===== src/rtl/uart_rx_controller.sv =====
// uart_rx_controller: start-bit detect, baud generator control, 8N1 byte capture into a single-entry valid/ready buffer
module uart_rx_controller #(
  parameter int CLKS_PER_BIT = 10417,
  parameter int HALF_BIT     = CLKS_PER_BIT / 2,
  parameter int CNT_W        = 14
) (
  input  logic       clk,
  input  logic       rst,
  input  logic       rx,
  input  logic       baud_tick,
  output logic       baud_en,
  output logic       baud_clr,
  output logic [7:0] data_out,
  output logic       data_valid,
  input  logic       data_ready,
  output logic       frame_err,
  output logic       overrun_err
);
  typedef enum logic [2:0] {IDLE, START, DATA, STOP, BRK} state_t;
  state_t state, state_n;
  logic [1:0] sync;
  logic [CNT_W-1:0] cnt;
  logic [2:0] idx;
  logic [7:0] shift;
  logic rx_s, half_done, stop_tick, stop_ok;
  assign rx_s      = sync[1];
  assign half_done = cnt == CNT_W'(HALF_BIT - 1);
  assign stop_tick = state == STOP && baud_tick;
  assign stop_ok   = stop_tick && rx_s;
  always_comb begin
    state_n  = state;
    baud_en  = 1'b0;
    baud_clr = 1'b0;
    unique case (state)
      IDLE:  state_n = rx_s ? IDLE : START;
      START: begin
        // the generator is restarted here so its ticks land mid-bit from now on
        baud_clr = half_done && !rx_s;
        baud_en  = half_done && !rx_s;
        state_n  = !half_done ? START : rx_s ? IDLE : DATA;
      end
      DATA: begin
        baud_en = 1'b1;
        state_n = baud_tick && idx == 3'd7 ? STOP : DATA;
      end
      STOP: begin
        baud_en = 1'b1;
        state_n = !baud_tick ? STOP : rx_s ? IDLE : BRK;
      end
      BRK:     state_n = rx_s ? IDLE : BRK;
      default: state_n = IDLE;
    endcase
  end
  always_ff @(posedge clk) begin
    if (rst) begin
      state       <= IDLE;
      sync        <= 2'b11;
      cnt         <= '0;
      idx         <= '0;
      shift       <= '0;
      data_out    <= '0;
      data_valid  <= 1'b0;
      frame_err   <= 1'b0;
      overrun_err <= 1'b0;
    end else begin
      state       <= state_n;
      sync        <= {sync[0], rx};
      cnt         <= state == START ? cnt + 1'b1 : '0;
      frame_err   <= stop_tick && !rx_s;
      overrun_err <= stop_ok && data_valid && !data_ready;
      if (state == START && half_done)
        idx <= '0;
      if (state == DATA && baud_tick) begin
        shift[idx] <= rx_s;
        idx        <= idx + 1'b1;
      end
      if (stop_ok && (!data_valid || data_ready)) begin
        data_out   <= shift;
        data_valid <= 1'b1;
      end else if (data_valid && data_ready)
        data_valid <= 1'b0;
    end
  end
endmodule


===== config.mk =====
export PLATFORM = sky130hd
export DESIGN_NAME = uart_rx_controller
export DESIGN_NICKNAME = d
export VERILOG_FILES = /design/src/rtl/uart_rx_controller.sv
export SDC_FILE = /design/constraint.sdc
export NUM_CORES = 1
export LEC_CHECK = 0
export CORE_ASPECT_RATIO = 2
export CORE_UTILIZATION = 55
export DETAILED_ROUTE_END_ITERATION = 7
export GPL_ROUTABILITY_DRIVEN = 0
export PLACE_DENSITY = 0.88
export SLEW_MARGIN = 25
export SYNTH_ARGS = -nofsm -noshare
export SYNTH_HDL_FRONTEND = slang
export SYNTH_SLANG_ARGS = --single-unit

===== constraint.sdc =====
create_clock -name clk -period 2.2 [get_ports clk]
set_input_delay 0.66 -clock clk [delete_from_list [all_inputs] [get_ports clk]]
set_output_delay 0.66 -clock clk [all_outputs]
set_load 0.05 [all_outputs]

==> impl_metrics.yaml <==
outcome:
  status: "finished, violations left"
  failed_checks: "negative setup slack"
detailed_routing:
  dr.pass1.iters: 4
  antenna_left: 0
  post_drt_via_cell_ratio: 5.819
  route.detailed.wl_per_inst_um: 16.55
  wirelength_um: 3939
  drt_iter0_markers: 28
  detailroute.via_count: 1385
  remaining_drc_errors: 0
worst_setup_path:
  r2r_end: "state[0]$_SDFF_PP0_"
  setup.reg_to_reg.worst_slack_ns: 0.66
  cp.required_ns: 1.54
  critical_path_arrival_ns: 1.62
  startpoint_type: "flop"
  critical_path_origin: "cnt[7]$_SDFF_PP0_"
  cp_max_fo: 3
  critical_path_buf_inv_count: 1
  cp-end-kind: "output port"
  cpMaxStageDelayCell: "dfxtp_4"
  crit_family: "simple AND/OR/NAND/NOR gates"
  worstSetupEndpoint: "baud_en"
  worstSetupPathType: "flop to output port"
  rr_worst_depth: 5
  rr_startpoint: "idx[0]$_SDFFE_PP0P_"
  cp.depth: 5
  timing.critical_path.slowest_cell_delay_ns: 0.35
  cp_cell_sequence: "nor4b_4 -> and4_4 -> nand2_8 -> o21bai_4 -> buf_12"
finish:
  post_route_cells_drive_above_1_share: 0.2163
  area_delta_synth_final_pct: 24.21
  layout.nets: 216
  fillcell_total: 216
  antenna_cells: 0
power:
  p_total_w: 0.001280
  p_sw_frac: 0.2112
  internal_power_w: 0.001009
  cellLeakagePower_nw: 0.8343
  combinationalPowerShare: 0.032
  share_clk_of_total_power: 0.385
  seq_power_share: 0.584
  p_switching_w: 0.0002703
  peakVddDrop_mv: 0.5437
  powerDensity_nw_per_um2: 577.8
synthesis:
  synth-edff-count: 0
  synthCells: 184
  proportion_of_register_bits_with_asynchronous_set_or_reset_after_synthesis: 0
  yosys.area.top_type: "dfxtp_1"
  netlist_area_um2: 1783
  share_of_yosys_cell_area_claimed_by_the_top_area_cell_type: 0.4604
  synth.ff_latch_count: 41
  synth.yosys.seq_area_share: 0.4604
  yosys_warnings: 0
  synthesis.nets: 192
  dominantRegCellSynth: "dfxtp_1"
  netlist-cell-type-count: 41
  area_contributors_post_synth: "dfxtp_1, mux2i_1, nor2_1, xnor2_1, nor4b_2"
  avgSynthCellArea_um2: 9.690
timing:
  slew_violations: 0
  setup_ws_ns: -0.08367
  highest_achievable_clock_rate_mhz: 437.9
  finalCritPeriodShare: 1.038
  timing.final.setup_violations: 2
  tns_ns: -0.1490
  finClkSkew_ns: 0.008529
  rsz0062_at_grt: "true"
  max_slew_margin: 0.6483
  finalHoldViolations: 0
  post-route-min-period_ns: 2.284
  worst-slew-pin-transition_ns: 0.5259
clock_network:
  clock_tree.root_cell: "clkbuf_8"
  tritoncts: "yes"
  cts.sink_count: 41
  clkSlewWorstSetupHoldPaths_ns: 0.07
  cts-root-to-sink-buffers: 2
  clk-insertion-delay-late_ns: 0.30
  cts_inserted_buffers: 5
  post_cts_hold_buffer_count: 0
  cts_max_level: 2
die:
  die_h_um: 82.52
  fp.coreArea_um2: 3013
  dieWidth_um: 42.26
  dieArea_um2: 3487
  io-pin-count: 18
  rows: 28
  initial_utilization: 0.5918
grt:
  grt_pass1_vias: 1438
  wire_length_of_the_first_global_routing_pass_um: 6403
  global_route.overflow_total: 0
  grt_max_degree: 17
  global_routing_usage_summed_across_all_routing_layers: 0.2523
  antenna_violations_before_repair: 0
flow_run:
  max-cap-violations: 0
placed_design:
  place_hpwl_um: 2688
  port_buffers: 17
hold_path:
  min-delay-path-class: "flop to flop"
[layout by cell type (no fill, tap or decap), types with 2 or more instances in the layout]
master           instances
inv_1                    2
dfxtp_2                  4
a211oi_1                 2
mux2i_1                 16
clkbuf_8                 6
nor3_1                   6
buf_12                   2
a22o_1                   2
nand4_1                  5
or2_2                    2
buf_4                   11
nand3_1                  5
nand2_1                  8
nand4b_1                 2
xor2_1                   5
dfxtp_4                  3
nor3b_1                  2
xnor2_1                  8
ha_1                     2
clkdlybuf4s50_1         15
dfxtp_1                 34
nor2_1                  36
nor4b_2                  3
nor4_1                   2
[worst register-to-register path: stages (launching register included)]
cell and delay, ns:
dfxtp_1 0.57, ha_1 0.25, ha_1 0.14, a31oi_1 0.07, o22a_1 0.20, o32ai_1 0.22
[power groups by stage]
stage | Sequential (W) | Combinational [W] | Clock [W]
6_report | 0.000747 | 0.0000406 | 0.000492
5_1_grt | 0.000747 | 0.0000447 | 0.000537
4_1_cts | 0.000747 | 0.0000402 | 0.000504
3_5_place_dp | 0.000766 | 0.0000382 | 0
3_3_place_gp | 0.000766 | 0.0000370 | 0
2_1_floorplan | 0.000764 | 0.0000227 | 0
[through the flow]
stage | utilization | instance area, um^2 | cells | setup slack (ns) | hold WS, ns
2_1_floorplan | - | 1789 | 184 | 0.03464 | 0.3895
3_3_place_gp | 0.6699 | 2018 | 227 | 0.09493 | 0.3963
3_5_place_dp | 0.6699 | 2018 | 227 | 0.05910 | 0.4071
4_1_cts | 0.7346 | 2213 | 238 | -0.1104 | 0.4239
5_1_grt | 0.7351 | 2215 | 238 | -0.1394 | 0.4258
6_report | 0.7351 | 2215 | 238 | -0.08367 | 0.4141
[timing repair]
action	in CTS	in global routing
resized for setup	20	1
gates cloned	0	0
pin swaps	4	2
endpoints found under the hold margin	0	0
endpoints found under the setup margin	2	2
buffers inserted	4	0
[per-layer routing]
metal	wire (um)	track usage	vias to the layer above
li1	-	-	685
met1	1387	0.2247	660
met2	2301	0.4923	29
met3	117	0.06522	11
met4	132	0.1438	0
met5	0	0	-
[cells in the mapped netlist (2+ instances only)]
cell,n
a211oi_1,2
a22o_1,2
and2_1,2
and4_1,2
buf_4,2
clkbuf_1,7
dfxtp_1,41
ha_1,3
inv_1,2
mux2i_1,16
nand2_1,8
nand3_1,5
nand4_1,5
nand4b_1,2
nor2_1,37
nor3_1,6
nor3b_1,3
nor4_1,2
nor4b_2,3
or2_2,2
xnor2_1,8
xor2_1,5
[worst min path at each step]
stage / startpoint / end / slack (ns) / depth (start not counted)
floorplan: sync[0]$_SDFF_PP1_ / sync[1]$_SDFF_PP1_ / 0.39 / 1
global placement: sync[0]$_SDFF_PP1_ / sync[1]$_SDFF_PP1_ / 0.40 / 1
detailed placement: sync[0]$_SDFF_PP1_ / sync[1]$_SDFF_PP1_ / 0.41 / 1
CTS: sync[0]$_SDFF_PP1_ / sync[1]$_SDFF_PP1_ / 0.42 / 1
global route: sync[0]$_SDFF_PP1_ / sync[1]$_SDFF_PP1_ / 0.43 / 1
finish: sync[0]$_SDFF_PP1_ / sync[1]$_SDFF_PP1_ / 0.41 / 1
[state kept, by name, indices dropped and copies added, names as in the netlist]
signal       cells
shift            8
frame_err        1
state            3
data_out         8
cnt             14
idx              3
sync             2
data_valid       1
overrun_err      1
[kinds of logic after synthesis]
| family | after synthesis | synth area share |
|---|---|---|
| AO/OA/AOI/OAI | 10 | 0.04562 |
| XOR/XNOR | 13 | 0.06386 |
| adder cells (fa/ha/maj) | 3 | 0.02105 |
| buffers and inverters | 13 | 0.03298 |
| flip-flops | 41 | 0.4604 |
| multiplexers | 16 | 0.08982 |
| AND/OR/NAND/NOR | 88 | 0.2863 |
[layout make-up]
class                           instances  area, um^2  share of cell area
Inverter                                2       7.507            0.003390
Clock buffer                            7       86.33             0.03898
Tap cell                               30       37.54             0.01695
Timing Repair Buffer                   28       272.8              0.1232
Sequential cell                        41       837.1              0.3780
Multi-Input combinational cell        130       973.4              0.4395
No activity file was read; power rests on OpenSTA's default activity.
